--- src/rtl/pc_fetch_ctrl.sv ---
// PC register and fetch sequencer: issues single-beat instruction fetches at pc and holds
// the returned word in a one-entry valid/ready register for decode; accepts redirects.
module pc_fetch_ctrl #(
  parameter logic [31:0] RESET_VECTOR = 32'h0000_0000,
  parameter int          BOOT_CYCLES  = 2
) (
  input  logic        clk,
  input  logic        rst_n,
  output logic [31:0] pc,
  input  logic [31:0] pc_plus4,
  output logic        imem_req,
  input  logic        imem_ready,
  input  logic [31:0] imem_rdata,
  output logic [31:0] instr,
  output logic [31:0] instr_pc,
  output logic        instr_valid,
  input  logic        instr_ready,
  input  logic        redirect_valid,
  input  logic [31:0] redirect_target,
  input  logic        halt,
  output logic        misalign_err
);

  typedef enum logic [1:0] {
    BOOT   = 2'd0,
    FETCH  = 2'd1,
    HALTED = 2'd2
  } state_t;

  localparam logic [3:0] BOOT_LAST = 4'(BOOT_CYCLES - 1);

  state_t     state;
  state_t     state_next;
  logic [3:0] boot_cnt;
  logic       xfer;
  logic       consume;

  assign xfer    = imem_req && imem_ready;
  assign consume = instr_valid && instr_ready;

  always_ff @(posedge clk or negedge rst_n) begin
    if (!rst_n) begin
      state    <= BOOT;
      boot_cnt <= 4'd0;
    end else begin
      state    <= state_next;
      boot_cnt <= (state == BOOT) ? boot_cnt + 4'd1 : 4'd0;
    end
  end

  // Redirects never change the sequencer state, so BOOT keeps counting through them.
  always_comb begin
    state_next = state;
    case (state)
      BOOT:    if (boot_cnt == BOOT_LAST) state_next = FETCH;
      FETCH:   if (halt) state_next = HALTED;
      HALTED:  if (!halt) state_next = FETCH;
      default: state_next = BOOT;
    endcase
  end

  always_comb begin
    imem_req = 1'b0;
    if (state == FETCH)
      imem_req = (!instr_valid || instr_ready) && !redirect_valid && !halt;
  end

  // Redirect flushes the output register and outranks both transfer and consume.
  always_ff @(posedge clk or negedge rst_n) begin
    if (!rst_n) begin
      pc           <= RESET_VECTOR;
      instr        <= 32'd0;
      instr_pc     <= 32'd0;
      instr_valid  <= 1'b0;
      misalign_err <= 1'b0;
    end else begin
      if (redirect_valid) begin
        pc          <= {redirect_target[31:2], 2'b00};
        instr_valid <= 1'b0;
        if (redirect_target[1:0] != 2'b00)
          misalign_err <= 1'b1;
      end else if (xfer) begin
        instr       <= imem_rdata;
        instr_pc    <= pc;
        instr_valid <= 1'b1;
        pc          <= pc_plus4;
      end else if (consume) begin
        instr_valid <= 1'b0;
      end
    end
  end

endmodule

--- config.mk ---
export PLATFORM = sky130hd
export DESIGN_NAME = pc_fetch_ctrl
export DESIGN_NICKNAME = d
export VERILOG_FILES = /design/src/rtl/pc_fetch_ctrl.sv
export SDC_FILE = /design/constraint.sdc
export NUM_CORES = 1
export LEC_CHECK = 0
export ABC_AREA = 1
export BUFFER_PORTS_ARGS = -buffer_cell sky130_fd_sc_hd__buf_2
export CORE_MARGIN = 2
export CORE_UTILIZATION = 30
export CTS_CLUSTER_SIZE = 8
export DETAILED_ROUTE_END_ITERATION = 6
export HOLD_SLACK_MARGIN = 0.12
export PLACE_DENSITY_LB_ADDON = 0.2
export SKIP_CTS_REPAIR_TIMING = 1
export SLEW_MARGIN = 15
export SYNTH_ARGS = -nofsm -noshare
export SYNTH_HDL_FRONTEND = slang
export SYNTH_SLANG_ARGS = --single-unit
--- constraint.sdc ---
create_clock -name clk -period 1.9 [get_ports clk]
set_input_delay 0.38 -clock clk [delete_from_list [all_inputs] [get_ports clk]]
set_output_delay 0.38 -clock clk [all_outputs]
set_load 0.005 [all_outputs]
# [Word-level counts from Yosys, hierarchy flattened]
# Cells that the tools add are included.
[classes] addsub=1 n_reduce_logical=15 n_bitwise=1 n_eq_ne=6 n_mux=11
[ops] op="two-way mux 32 bit" n=2
[ops] op="two-way mux 2 bit" n=3
[ops] op="case mux 2 bit (3 select lines)" n=1
[ops] op="adder 4 x 1 -> 4 bit, second input constant" n=1
[ops] op="equality test 4 x 1 -> 1 bit, second input constant" n=1
[ops] op="logical AND 1 bit" n=4
[ops] op="two-way mux 1 bit" n=4
[ops] op="two-way mux 4 bit" n=1
[ops] op="inequality test 2 bit, second input constant" n=2
[ops] op="AND reduction 2 bit" n=2
[ops] op="nonzero test 2 bit" n=2
[ops] op="logical NOT 1 bit" n=3
[ops] op="AND reduction 3 bit" n=1
[ops] op="nonzero test 3 bit" n=1
[ops] op="equality test 2 x 1 -> 1 bit, second input constant" n=1
[ops] op="equality test 2 bit, second input constant" n=1
[ops] op="logical NOT 2 bit" n=1
[ops] op="inequality test 2 x 1 -> 1 bit, second input constant" n=1
[ops] op="logical OR 1 bit" n=1
[ops] op="inverter 1 bit" n=1
[totals] regBits=104 wordCells=41 input_bits=102 output_inout_bits=99

# [Logic depth before layout (Yosys ltp)]
[depth] depth_word=8 mapped_depth=7 depth_no_buf=6

# [Worst setup path before layout]
# Ideal clock, no wire load.
[synth_path] path_type="input -> register" from="input redirect_valid" to="register instr[31]" arrival_time_ns=1.188 cell_stages=7 path_buffers=3 setup_time_ns=0.131 required_ns=1.769 setup_slack_ns=0.581 cell_sequence="buf_2 > nor2_4 > nand4_4 > buf_6 > buf_6 > nand2_1 > o21ai_0"
[synth_between] elab_chain_cells=6 word_cells_on_any_way=7 classes_between="1 x mux; 1 x bitwise; 5 x reduce/logical"
[synth_rtl] item="from (decl)" line="18" rtl="input logic redirect_valid,"
[synth_rtl] item="logical NOT 1 bit" line="65" rtl="imem_req = (!instr_valid || instr_ready) && !redirect_valid && !halt;"
[synth_rtl] item="logical AND 1 bit (2 in series)" line="65"
[synth_rtl] item="two-way mux 1 bit" line="64" rtl="if (state == FETCH)"
[synth_rtl] item="logical AND 1 bit" line="38" rtl="assign xfer = imem_req && imem_ready;"
[synth_rtl] item="AND reduction 2 bit (no line) (*)"
[synth_rtl] item="to (signal assigned)" line="83" rtl="instr <= imem_rdata;"
[synth_rtl] item="to (decl)" line="14" rtl="output logic [31:0] instr,"
# Mark *: on every way between the ends. The rest lies on a longest branch, timed or not.
# A chain may end at the register's enable or synchronous reset.

# [Final worst setup path]
[layout_path] from="register state[1]" to="output imem_req"
[layout_between] elab_chain_cells=2
[layout_rtl] item="from (decl)" line="32" rtl="state_t state;"
[layout_rtl] item="from (signal assigned)" line="46" rtl="state <= state_next;"
[layout_rtl] item="equality test 2 x 1 -> 1 bit" line="64"
[layout_rtl] item="two-way mux 1 bit" line="64"
[layout_rtl] item="to (decl)" line="11" rtl="output logic imem_req,"
# No other way between the ends.

==> summary.txt <==
Route
  • DR pass1 iterations: 4
  • Via count: 4063
  • Routed WL: 11710 um
  • Drt via density: 4.402
  • Initial DRC count: 213
  • DR DRC count: 0
  • DRT antenna net count: 0
  • Routed length per instance: 12.69 um

Power
  • Total power: 7.094 mW
  • Worst VDD drop: 433.0 uV
  • Internal: 4.848 mW
  • Sw Share: 0.3166
  • Power Density: 1190 nW/um^2
  • Leakage Power: 3.519 nW
  • Combinational share of power: 0.281
  • Sequential power share: 0.477
  • P_sw: 2.246 mW
  • Clock power frac: 0.241

Logic synthesis
  • Post-synthesis sequential area ratio: 0.5733
  • Most common library cells after synthesis: nand2_1 (221), dfrtp_1 (104), inv_1 (68)
  • Synth unique cells: 24
  • Synth Instances: 544
  • Post-Syn Area: 4539 um^2
  • Synthesized net count: 648
  • Number of synthesized flops with an enable pin: 0
  • Mean Syn Cell Area: 8.344 um^2
  • Yosys top cell area share: 0.5733
  • Top post-synthesis cells by area: dfrtp_1 (57%), nand2_1 (18%), o21ai_1 (6.0%)
  • Synth Flop Type: dfrtp_1
  • Post-synth ARST share: 1.000
  • Top cell type by total area after synthesis: dfrtp_1
  • Synth warn: 0
  • Seq cells post-synth: 104
  • Count leader, synth: nand2_1

Worst setup path
  • Critical path, cell by cell: nor2_1, and3_1, buf_2
  • CP Capture Point: imem_req
  • CP Data Required Time: 1.52 ns
  • Setup crit start kind: flop
  • Largest fanout on the critical path: 3
  • Setup CP Type: flop to primary output
  • CP max stage cell: dfrtp_1
  • R2r startpoint: state[1]$_DFFE_PN0P_
  • Worst setup EP type: primary output
  • Critical Path Max Stage Delay: 0.38 ns
  • R2R setup slack: 0.42 ns
  • Critical Path Source: state[1]$_DFFE_PN0P_
  • Critical Path AT: 1.31 ns
  • Worst reg2reg path depth: 5
  • RR Endpoint: instr[29]$_DFFE_PN0P_

Flow run
  • Max_cap viols: 0

Timing
  • Fin. Hold Viols: 0
  • Max-slew violations: 0
  • Worst slew pin tran: 0.4904 ns
  • Min Hold Slack: 0.2598 ns
  • Setup TNS: 0 ns
  • Fmax: 591.9 MHz
  • RSZ-0062 raised after global routing: false
  • Crit path time final: 1.690 ns
  • Final Setup Violations: 0
  • Crit share post-route: 0.8893
  • Slew headroom: 0.6730
  • Worst Skew: 0.007698 ns

Global routing
  • GR Util met1: 0.2052
  • Gr busiest metal: met2
  • Vias in the first global route: 3815
  • Antenna violations before repair: 0
  • First-pass GRT wire length: 18690 um
  • GR Overflow Total: 0
  • Largest net degree at the start of global routing: 79
  • GRT Total Usage: 0.1442
  • Met2 usage: 0.2151
  • Routing usage on met3: 0.03392

Layout
  • Layout cells sized above 1: 0.3058
  • Finished Layout Cells: 923
  • Register Area: 2603 um^2
  • Layout Area Growth over Synthesis: 31.31%
  • # diodes: 0
  • Area occupied by multi-input gates: 1470 um^2
  • Layout fillers: 1545
  • Nets@finish: 838

Floorplan
  • Die Height: 127.0 um
  • Starting density of the core: 0.3100
  • Die Footprint: 16130 um^2
  • # IOs: 201
  • Core Area: 14640 um^2
  • Die Wd: 127.0 um
  • FP Rows: 44

CTS
  • Longest Clk Path Bufs: 2
  • TritonCTS clock tree: done
  • Reg clk slew, reported paths: 0.07 ns
  • CTS HTree Levels: 3
  • Clock sink count: 104
  • Clk Latency, worst-skew pair: 0.34 ns
  • Clk root buf: clkbuf_16
  • Inserted Clock Buffers: 9

Placement
  • Placed Cells: 906
  • DPL Wire Length: 8541 um
  • I/O Buffers: 200
  • Gpl congestion: 0.7742

Worst hold path
  • Hold Path Class: input pin to flop

Outcome
  • Status: completed
==> metrics by stage <==
step	worst slack, ns	cell area (um^2)	utilization
CTS	0.1853	5951	0.4064
detailed placement	0.3094	5683	0.3881
global route	0.1103	5961	0.4070
global placement	0.3739	5683	0.3881
floorplan	0.5813	4539	-
finish	0.2104	5961	0.4070
==> cells in the final DEF, fill, tap and decap left out, drive strengths merged, types with 2 or more instances in the layout <==
| master | netlist | layout |
|---|---|---|
| nand4 | 3 | 3 |
| dfrtp | 104 | 104 |
| o21ai | 65 | 65 |
| ha | 2 | 2 |
| nand2 | 221 | 221 |
| nand3 | 33 | 33 |
| clkinv | 0 | 2 |
| buf | 21 | 209 |
| inv | 69 | 69 |
| nor2 | 9 | 9 |
| clkbuf | 10 | 13 |
==> power by group through the flow <==
stage	sequential, mW	clock (mW)	combinational (mW)
floorplan	3.45	0	0.898
global placement	3.41	0	1.98
detailed placement	3.42	0	2.04
CTS	3.39	1.78	2.04
global route	3.49	1.87	2.30
finish	3.39	1.71	2.00
==> critical path, delay by kind of cell (launching register included) <==
family,cells,cell delay (ns)
buf+inv,1,0.12
flops,1,0.38
simple gates,2,0.46
==> layer usage <==
metal,up-vias,part of all wire
met3,11,0.073
li1,2051,-
met2,152,0.43
met5,-,0
met1,1849,0.49
met4,0,0.013
==> worst min-delay path by stage <==
stage                       start                        to  slack, ns  cells after the start
floorplan                   rst_n     boot_cnt[0]$_DFF_PN0_       0.08                      0
global placement            rst_n      instr[0]$_DFFE_PN0P_       0.24                      1
detailed placement          rst_n      instr[1]$_DFFE_PN0P_       0.24                      1
CTS                         rst_n  instr_pc[26]$_DFFE_PN0P_      -0.14                      1
global route        imem_rdata[2]      instr[2]$_DFFE_PN0P_       0.27                      3
finish                       halt      state[0]$_DFFE_PN0P_       0.26                      2
==> area by class of cell <==
class / count / area share
repair buffers: 210 / 0.1898
inverters: 69 / 0.04345
clock buffers: 13 / 0.04198
clock inverters: 3 / 0.002939
multi-input cells: 340 / 0.2466
well taps: 184 / 0.03862
flip-flops and latches: 104 / 0.4366
==> cell families after synthesis <==
| family | synth area share |
|---|---|
| fa+ha+maj | 0.005512 |
| flops | 0.5733 |
| xor+xnor | 0.003860 |
| buf+inv | 0.1028 |
| compound gates | 0.07470 |
| simple gates | 0.2398 |
==> registers in the layout, indices dropped and copies added, names as in the netlist <==
name and flops:
instr 32, instr_pc 32, pc 32, boot_cnt 4
state 2, instr_valid 1, misalign_err 1
Note: power is estimated with default switching activity, not from simulation.
